===== config.mk =====
export PLATFORM = sky130hd
export DESIGN_NAME = ram8_seq_master
export DESIGN_NICKNAME = d
export VERILOG_FILES = /design/src/rtl/ram8_pkg.sv /design/src/rtl/ram8_addr_ctr.sv /design/src/rtl/ram8_seq_master.sv
export SDC_FILE = /design/constraint.sdc
export NUM_CORES = 1
export LEC_CHECK = 0
export ABC_AREA = 1
export CAP_MARGIN = 20
export CORE_MARGIN = 3
export CORE_UTILIZATION = 37
export DETAILED_ROUTE_END_ITERATION = 12
export MAX_ROUTING_LAYER = met4
export PLACE_DENSITY = 0.81
export SYNTH_ARGS = -nofsm -noshare
export SYNTH_HDL_FRONTEND = slang
export SYNTH_SLANG_ARGS = --single-unit
export TNS_END_PERCENT = 5

===== constraint.sdc =====
create_clock -name clk -period 1.55 [get_ports clk]
set_input_delay 0.2325 -clock clk [delete_from_list [all_inputs] [get_ports clk]]
set_output_delay 0.2325 -clock clk [all_outputs]
set_load 0.1 [all_outputs]

===== src/rtl/ram8_pkg.sv =====
// Shared types and constants for the ram8 sequencer slice.
// Optional write-verify build: define RAM8_SEQ_WR_VERIFY_EN.
package ram8_pkg;

  localparam int DW = 16;
  localparam int AW = 3;

  typedef enum logic [2:0] {
    IDLE,
    WR_ACC,
    WR_BEAT,
    RD_ACC,
    RD_HOLD,
    VERIFY
  } state_e;

  typedef struct packed {
    logic          write;
    logic [AW-1:0] addr;
    logic [AW-1:0] len;
  } cmd_t;

  function automatic logic [AW-1:0] wrap_inc(input logic [AW-1:0] a);
    return a + AW'(1);
  endfunction

endpackage


===== src/rtl/ram8_addr_ctr.sv =====
// Loadable wrapping address counter plus remaining-beat counter for one burst.
module ram8_addr_ctr
  import ram8_pkg::*;
#(
  parameter int W = AW
) (
  input  logic         clk,
  input  logic         rst,
  input  logic         load,
  input  logic         inc,
  input  logic [W-1:0] load_addr,
  input  logic [W-1:0] load_len,
  output logic [W-1:0] cur_addr,
  output logic [W-1:0] nxt_addr,
  output logic         last
);

  logic [W-1:0] addr_q, addr_d;
  logic [W-1:0] rem_q, rem_d;

  // Address wraps naturally at the counter width, so long bursts roll over to 0.
  always_comb begin
    addr_d = addr_q;
    rem_d  = rem_q;
    if (load) begin
      addr_d = load_addr;
      rem_d  = load_len;
    end else if (inc) begin
      addr_d = addr_q + W'(1);
      rem_d  = rem_q - W'(1);
    end
  end

  always_ff @(posedge clk) begin
    if (rst) begin
      addr_q <= '0;
      rem_q  <= '0;
    end else begin
      addr_q <= addr_d;
      rem_q  <= rem_d;
    end
  end

  assign cur_addr = addr_q;
  assign nxt_addr = addr_d;
  assign last     = (rem_q == '0);

endmodule


===== src/rtl/ram8_seq_master.sv =====
// Burst sequencer driving an 8x16 register-file RAM, one RAM access per beat.
// Define RAM8_SEQ_WR_VERIFY_EN to read back each written word and flag mismatches on wr_err.
module ram8_seq_master
  import ram8_pkg::*;
#(
  parameter int DW = ram8_pkg::DW,
  parameter int AW = ram8_pkg::AW
) (
  input  logic          clk,
  input  logic          rst,
  input  logic          cmd_valid,
  output logic          cmd_ready,
  input  logic          cmd_write,
  input  logic [AW-1:0] cmd_addr,
  input  logic [AW-1:0] cmd_len,
  input  logic          wr_valid,
  output logic          wr_ready,
  input  logic [DW-1:0] wr_data,
  output logic          rd_valid,
  input  logic          rd_ready,
  output logic [DW-1:0] rd_data,
  output logic          busy,
  output logic          mem_r,
  output logic          mem_w,
  output logic [AW-1:0] mem_addr,
  output logic [DW-1:0] mem_d,
`ifdef RAM8_SEQ_WR_VERIFY_EN
  output logic          wr_err,
`endif
  input  logic [DW-1:0] mem_q
);

  state_e        state_q, state_d;
  logic          cmd_ready_q, cmd_ready_d;
  logic          busy_q, busy_d;
  logic          rd_valid_q, rd_valid_d;
  logic [DW-1:0] rd_data_q, rd_data_d;
  logic          mem_r_q, mem_r_d;
  logic          mem_w_q, mem_w_d;
  logic [AW-1:0] mem_addr_q, mem_addr_d;
  logic [DW-1:0] mem_d_q, mem_d_d;
`ifdef RAM8_SEQ_WR_VERIFY_EN
  logic          wr_err_q, wr_err_d;
`endif

  logic          ctr_load, ctr_inc;
  logic [AW-1:0] cur_addr, nxt_addr;
  logic          last;
  cmd_t          cmd_in;
  logic          cmd_fire;

  assign cmd_in   = '{write: cmd_write, addr: cmd_addr, len: cmd_len};
  assign cmd_fire = cmd_valid && cmd_ready_q;

  ram8_addr_ctr #(.W(AW)) u_ctr (
    .clk       (clk),
    .rst       (rst),
    .load      (ctr_load),
    .inc       (ctr_inc),
    .load_addr (cmd_in.addr),
    .load_len  (cmd_in.len),
    .cur_addr  (cur_addr),
    .nxt_addr  (nxt_addr),
    .last      (last)
  );

  // Strobes are registered on entry to the access state, so the address they
  // carry is the counter's next value rather than its current one.
  always_comb begin
    state_d    = state_q;
    ctr_load   = 1'b0;
    ctr_inc    = 1'b0;
    rd_valid_d = rd_valid_q;
    rd_data_d  = rd_data_q;
    mem_r_d    = 1'b0;
    mem_w_d    = 1'b0;
    mem_addr_d = mem_addr_q;
    mem_d_d    = mem_d_q;
`ifdef RAM8_SEQ_WR_VERIFY_EN
    wr_err_d   = wr_err_q;
`endif

    case (state_q)
      IDLE: begin
        if (cmd_fire) begin
          ctr_load = 1'b1;
          if (cmd_in.write) begin
            state_d = WR_ACC;
          end else begin
            state_d = RD_ACC;
            mem_r_d = 1'b1;
          end
        end
      end
      WR_ACC: begin
        if (wr_valid) begin
          mem_w_d = 1'b1;
          mem_d_d = wr_data;
          state_d = WR_BEAT;
        end
      end
`ifdef RAM8_SEQ_WR_VERIFY_EN
      WR_BEAT: begin
        mem_r_d = 1'b1;
        state_d = VERIFY;
      end
      VERIFY: begin
        if (mem_q != mem_d_q) begin
          wr_err_d = 1'b1;
        end
        if (last) begin
          state_d = IDLE;
        end else begin
          ctr_inc = 1'b1;
          state_d = WR_ACC;
        end
      end
`else
      WR_BEAT: begin
        if (last) begin
          state_d = IDLE;
        end else begin
          ctr_inc = 1'b1;
          state_d = WR_ACC;
        end
      end
`endif
      RD_ACC: begin
        rd_data_d  = mem_q;
        rd_valid_d = 1'b1;
        state_d    = RD_HOLD;
      end
      RD_HOLD: begin
        if (rd_ready) begin
          rd_valid_d = 1'b0;
          if (last) begin
            state_d = IDLE;
          end else begin
            ctr_inc = 1'b1;
            mem_r_d = 1'b1;
            state_d = RD_ACC;
          end
        end
      end
      default: begin
        state_d = IDLE;
      end
    endcase

    if (mem_r_d || mem_w_d) begin
      mem_addr_d = nxt_addr;
    end

    cmd_ready_d = (state_d == IDLE);
    busy_d      = (state_d != IDLE);
  end

  always_ff @(posedge clk) begin
    if (rst) begin
      state_q     <= IDLE;
      cmd_ready_q <= 1'b0;
      busy_q      <= 1'b0;
      rd_valid_q  <= 1'b0;
      rd_data_q   <= '0;
      mem_r_q     <= 1'b0;
      mem_w_q     <= 1'b0;
      mem_addr_q  <= '0;
      mem_d_q     <= '0;
`ifdef RAM8_SEQ_WR_VERIFY_EN
      wr_err_q    <= 1'b0;
`endif
    end else begin
      state_q     <= state_d;
      cmd_ready_q <= cmd_ready_d;
      busy_q      <= busy_d;
      rd_valid_q  <= rd_valid_d;
      rd_data_q   <= rd_data_d;
      mem_r_q     <= mem_r_d;
      mem_w_q     <= mem_w_d;
      mem_addr_q  <= mem_addr_d;
      mem_d_q     <= mem_d_d;
`ifdef RAM8_SEQ_WR_VERIFY_EN
      wr_err_q    <= wr_err_d;
`endif
    end
  end

  assign cmd_ready = cmd_ready_q;
  assign wr_ready  = (state_q == WR_ACC);
  assign rd_valid  = rd_valid_q;
  assign rd_data   = rd_data_q;
  assign busy      = busy_q;
  assign mem_r     = mem_r_q;
  assign mem_w     = mem_w_q;
  assign mem_addr  = mem_addr_q;
  assign mem_d     = mem_d_q;
`ifdef RAM8_SEQ_WR_VERIFY_EN
  assign wr_err    = wr_err_q;
`endif

endmodule


==> results of run 1 <==
==> layout make-up <==
| type | instances | area [um2] | area share |
|---|---|---|---|
| inverters | 19 | 72.6 | 0.0212 |
| clock buffers | 6 | 72.6 | 0.0212 |
| multi-input cells | 171 | 840 | 0.246 |
| repair buffers | 93 | 1350 | 0.396 |
| clock inverters | 2 | 10.0 | 0.00293 |
| flip-flops and latches | 49 | 986 | 0.289 |
| well taps | 67 | 83.8 | 0.0245 |
==> cells by family after synthesis <==
kind of cell | Yosys count | synth area share
XOR/XNOR | 2 | 0.00935
AO/OA/AOI/OAI | 46 | 0.123
AND/OR/NAND/NOR | 120 | 0.263
flip-flops | 49 | 0.524
buffers and inverters | 27 | 0.0608
adder cells (fa/ha/maj) | 3 | 0.0200
==> worst min-delay path: cells and delay by family <==
kind / cells / cell delay [ns]
buf+inv: 1 / 0.39
compound gates: 1 / 0.05
simple gates: 1 / 0.06
==> routing by layer <==
layer  up-vias  global-route usage
met5         -                   -
met4         0              0.0623
met3        11              0.0469
met2        64               0.270
met1       867               0.214
li1        966                   -
==> sequential cells by signal, indices dropped and copies added (netlist names), 3 cells and up <==
signal / cells
mem_d: 16
rd_data: 16
mem_addr: 3
state_q: 3
u_ctr.cur_addr: 3
u_ctr.rem_q: 3
==> what timing repair did <==
item                                    4_1_cts  5_1_grt
hold buffers                                  0        0
hold endpoints to repair                      0        0
pin swaps                                     3        2
resized for setup                             6       11
endpoints found under the setup margin       11       19
==> power groups by stage <==
stage          Clock (mW)  Combinational, mW  Sequential, mW
2_1_floorplan           0              0.244            1.75
3_3_place_gp            0              0.984            1.42
3_5_place_dp            0              0.997            1.43
4_1_cts             0.741               1.01            1.40
5_1_grt             0.788               1.10            1.41
6_report            0.726               1.04            1.40
==> per-stage QoR <==
stage          cell area (um2)  std cells
2_1_floorplan             1890        247
4_1_cts                   3360        407
5_1_grt                   3420        407
6_report                  3420        407
3_3_place_gp              3270        399
3_5_place_dp              3270        399
==> cell usage after synthesis, types with 2 or more instances <==
cell / n
ha_1: 3
nand3_1: 11
o21ai_0: 38
inv_1: 18
dfxtp_1: 49
a21oi_1: 8
nor2_1: 81
xor2_1: 2
clkbuf_1: 4
nand3_2: 2
nand2_1: 21
nand2_2: 2
==> how the worst max path moves through the flow <==
stage | start | endpoint | slack, ns | cells after the start
2_1_floorplan | state_q[0] | mem_d[10] | -0.39 | 7
3_3_place_gp | rd_ready | mem_addr[1] | -0.04 | 10
3_5_place_dp | rd_ready | u_ctr.rem_q[1] | -0.11 | 9
4_1_cts | u_ctr.rem_q[0] | mem_addr[2] | 0.02 | 10
5_1_grt | u_ctr.rem_q[1] | mem_addr[1] | -0.06 | 11
6_report | u_ctr.rem_q[0] | mem_addr[2] | 0.04 | 10
==> flow_summary.ini, run 1 <==
[routing]
routedLengthMet1_um = 2150
drc = 0
drtIter0Drc = 63
wl_per_cell_um = 12.3
drt-pass1-iter-count = 4
ant_nets = 0
vias = 1908
route.met3.wl_um = 298
highest_layer = met4
avgViaCountPerCell = 4.69
met2WireLength_um = 2470
drt-total-wl_um = 5010

[power]
max-vdd-ir-drop_mv = 0.635
clock_power_share = 0.229
p_per_area_nw_per_um2 = 927
power_mw = 3.17
swShare = 0.346
power.share.sequential = 0.442
switchingPower_mw = 1.10
power_frac_comb = 0.329
internal_power_mw = 2.07
leakagePower_nw = 1.39

[worst_setup_path]
reg2reg_to = mem_addr[2]
critPathCaptureType = flip-flop
crit_arrival_ns = 1.70
crit_top_cell = nand3_1
reg2regPathDepth = 10
regToRegSetupSlack_ns = 0.04
r2r_start = u_ctr.rem_q[0]
cp_slowest_cell = dfxtp_1
crit_family = simple AND/OR/NAND/NOR gates
path_max_fanout = 3
slowest_delay_ns = 0.31
worst-setup-path-type = reg2reg
critPathLaunchType = flip-flop
cp_num_buf_inv = 2
path_cells = inv_1 > ha_2 > ha_4 > nor2_4 > nand3_2 > buf_6 > nand3_1 > nand3_1 > nand2_1 > a21oi_1
critPathRequiredTime_ns = 1.74

[min_path]
holdCritStartpoint = cmd_len[2]
hold_end = u_ctr.rem_q[2]
worstHoldPathType = in2reg
min_path_cells = 3

[sta]
fin_crit_sh = 0.975
grt_setup_unrepaired = yes
worst_pin_slew_ns = 0.484
hold_viol = 0
slew_violations = 0
setup_slack_ns = 0.0390
fin_tns_setup_ns = 0
slew-limit-headroom = 0.677
finalCriticalPeriod_ns = 1.51
max_freq_mhz = 662
setup_viol_count_final = 0
hold_ws_ns = 0.477
fin_worst_skew_ns = 0.00615

[placement]
gp_congestion = 0.857
pre_cts_ws_ns = -0.113
io_buffers = 84
hpwl_um = 3820

[grt]
overflow = 0
grt_max_degree = 30
grt_pass1_vias = 1737
grt_use_total = 0.173
grt_pass1_wl_um = 8090
grt_antenna_before_repair = 0

[final_layout]
drive_gt1_frac = 0.224
final_common_cell = nor2_1
utilization = 0.709
n_antenna_cell = 0
area_delta_synth_final_pct = 82.4
nNetsFinal = 386
layout_common_cells = 79 x nor2_1, 45 x dfxtp_1, 43 x clkdlybuf4s50_1, 43 x buf_12, 29 x o21ai_0
fill_cells = 362

[synth]
netlist_instances = 247
syn_area_per_cell_um2 = 7.58
netlist_area_um2 = 1870
synth_top_area_cell = dfxtp_1
yosysUniqueCellTypes = 20
async_flop_share = 0
ys.flop_type = dfxtp_1
synth_seq_cells = 49
yosys_warnings = 0
synth_top_area_frac = 0.524
yosys-top-cells-area = dfxtp_1 52%, nor2_1 16%, o21ai_0 10%, nand2_1 4.2%, inv_1 3.6%
ys_seq_area_frac = 0.524
synth_edf_count = 0
syn_nets = 294

[floorplanning]
rows = 25
die-width_um = 77.2
die_h_um = 77.2
io_pins = 85
core_um2 = 4820
start_util = 0.389
die_area_um2 = 5950

[flow_run]
maxCapViolations = 0

[clocking]
cts_made_buffers = 5
cts_root_buffer = clkbuf_8
clock_sinks = 49
path_clk_slew_ns = 0.09
insertion_delay_ns = 0.30
clock_path_buffers = 2
cts_tree = done
h-tree-depth = 2
postCtsSetupBuffers = 0

[status]
status = complete, no violations
Note: power is estimated with default switching activity, not from simulation.
==> run 2, diff against run 1 <==
--- a/config.mk
+++ b/config.mk
@@ -10,6 +10,7 @@
 export CORE_MARGIN = 3
 export CORE_UTILIZATION = 37
 export DETAILED_ROUTE_END_ITERATION = 12
+export GPL_ROUTABILITY_DRIVEN = 0
 export MAX_ROUTING_LAYER = met4
 export PLACE_DENSITY = 0.81
 export SYNTH_ARGS = -nofsm -noshare
==> results of run 2 <==
No change in the layout: final DEF, timing and power equal those of run 1.
==> run 3, diff against run 2 <==
--- a/config.mk
+++ b/config.mk
@@ -8,11 +8,11 @@
 export ABC_AREA = 1
 export CAP_MARGIN = 20
 export CORE_MARGIN = 3
-export CORE_UTILIZATION = 37
+export CORE_UTILIZATION = 41
 export DETAILED_ROUTE_END_ITERATION = 12
 export GPL_ROUTABILITY_DRIVEN = 0
 export MAX_ROUTING_LAYER = met4
-export PLACE_DENSITY = 0.81
+export PLACE_DENSITY = 0.84
 export SYNTH_ARGS = -nofsm -noshare
 export SYNTH_HDL_FRONTEND = slang
 export SYNTH_SLANG_ARGS = --single-unit
==> constraint.sdc (replaced) <==
create_clock -name clk -period 1.6 [get_ports clk]
set_input_delay 0.24 -clock clk [delete_from_list [all_inputs] [get_ports clk]]
set_output_delay 0.24 -clock clk [all_outputs]
set_load 0.1 [all_outputs]
==> run 3 against run 2 <==
Combinational power barely moved; clock skew grew 0.00080 ns; via count grew 1.0%; non-clock buffer count grew 1; critical path depth did not move; highest routed layer unchanged; global-route usage is 3.1 points higher; sequential power decreased by 3%; design area down 1.5%; largest power group unchanged; largest cell class unchanged; clock power down 7.0%.
==> flow_summary.ini, run 3 (synthesized netlist as in run 1, its figures left out) <==
[routing]
wl_per_cell_um = 14.2
drt-pass1-iter-count = 4
avgViaCountPerCell = 4.95
vias = 1927
drc = 0
drt-total-wl_um = 5510
drtIter0Drc = 111
ant_nets = 0

[clocking]
clock_path_buffers = 2
insertion_delay_ns = 0.30
clock_sinks = 49
h-tree-depth = 2
hold_buffers = 0
cts_root_buffer = clkbuf_8
cts_made_buffers = 5
path_clk_slew_ns = 0.08
postCtsSetupBuffers = 0
cts_tree = done

[worst_setup_path]
cp_num_buf_inv = 2
crit_family = simple AND/OR/NAND/NOR gates
critPathRequiredTime_ns = 1.79
critPathLaunchType = flip-flop
r2r_start = u_ctr.rem_q[0]
crit_arrival_ns = 1.70
path_max_fanout = 3
worst-setup-path-type = reg2reg
critPathCaptureType = flip-flop
slowest_delay_ns = 0.33
path_cells = inv_1 > ha_2 > ha_4 > nor2_4 > nand3_2 > buf_6 > nand3_1 > nand3_1 > nand2_1 > a21oi_1
crit_top_cell = nand3_1
cp_slowest_cell = dfxtp_2
reg2regPathDepth = 10
regToRegSetupSlack_ns = 0.08
reg2reg_to = mem_addr[2]

[final_layout]
area_delta_synth_final_pct = 79.6
seq_area_um2 = 986
stdcell_area_um2 = 3360
utilization = 0.801
fill_cells = 250
final_common_cell = nor2_1
layout_common_cells = 78 x nor2_1, 45 x dfxtp_1, 43 x clkdlybuf4s50_1
multi_input_area_um2 = 837
nNetsFinal = 387
drive_gt1_frac = 0.224
n_antenna_cell = 0

[floorplanning]
die-width_um = 73.6
die_h_um = 73.6
die_area_um2 = 5420
core_um2 = 4200
io_pins = 85
rows = 23
start_util = 0.446

[grt]
grt_antenna_before_repair = 0
grt_use_total = 0.203
grt_pass1_vias = 1745
grt_pass1_wl_um = 8270
grt_max_degree = 38
overflow = 0

[sta]
max_freq_mhz = 660
hold_viol = 0
fin_worst_skew_ns = 0.00695
setup_slack_ns = 0.0841
slew_violations = 0
setup_viol_count_final = 0
hold_ws_ns = 0.515
slew-limit-headroom = 0.681
fin_crit_sh = 0.947
finalCriticalPeriod_ns = 1.52
worst_pin_slew_ns = 0.478

[status]
status = complete, no violations

[power]
max-vdd-ir-drop_mv = 0.602
power_mw = 3.04
leakagePower_nw = 1.38
p_per_area_nw_per_um2 = 904

[min_path]
hold_end = u_ctr.rem_q[1]
min_path_cells = 3
holdCritStartpoint = cmd_len[1]
worstHoldPathType = in2reg

[placement]
io_buffers = 84
hpwl_um = 4050
pre_cts_ws_ns = -0.0370
placed_area_um2 = 3230

[flow_run]
maxCapViolations = 0
==> run 3: metrics by stage <==
step                TNS [ns]  instances
CTS                        0        389
detailed placement   -0.0736        383
global placement           0        383
global route         -0.0759        389
floorplan              -6.92        247
finish                     0        389
==> run 3: final cells by class <==
type                    instances  area share
clock inverters                 1     0.00149
well taps                      50      0.0186
flip-flops and latches         49       0.293
inverters                      19      0.0212
multi-input cells             171       0.249
clock buffers                   5      0.0205
repair buffers                 94       0.396
==> run 3: repair_timing <==
action | 4_1_cts | 5_1_grt
pin swaps | 0 | 3
endpoints found under the setup margin | 5 | 11
resized for setup | 1 | 15
gates cloned | 0 | 0
hold endpoints to repair | 0 | 0
==> run 3: worst max-delay path by stage <==
| stage | start | to | cells past startpoint | slack [ns] |
|---|---|---|---|---|
| 3_3_place_gp | rd_ready | mem_addr[0] | 10 | 0.02 |
| 2_1_floorplan | state_q[0] | mem_d[10] | 7 | -0.34 |
| 4_1_cts | u_ctr.rem_q[1] | mem_addr[2] | 10 | 0.01 |
| 6_report | u_ctr.rem_q[0] | mem_addr[2] | 10 | 0.08 |
| 3_5_place_dp | rd_ready | mem_addr[0] | 10 | -0.04 |
| 5_1_grt | u_ctr.rem_q[0] | busy | 10 | -0.04 |
==> run 3: report_power, final <==
| group | switching [mW] | internal [mW] | total [mW] |
|---|---|---|---|
| sequential | 0.0676 | 1.29 | 1.36 |
| clock | 0.387 | 0.289 | 0.675 |
| combinational | 0.602 | 0.406 | 1.01 |
| total | 1.06 | 1.99 | 3.04 |
==> run 3: worst reg2reg max path, cell delays in order, from the launching register on <==
cell     delay, ns
dfxtp_2       0.33
inv_1         0.05
ha_2          0.19
ha_4          0.17
nor2_4        0.08
nand3_2       0.12
buf_6         0.15
nand3_1       0.07
nand3_1       0.08
nand2_1       0.09
a21oi_1       0.07
==> run 3: layer usage <==
metal  vias up  routed length, um  global-route usage
met5         -                  0                   -
met4         0                 89              0.0543
met3         9                446              0.0438
met2        83               2750               0.339
met1       868               2220               0.249
li1        967                  -                   -
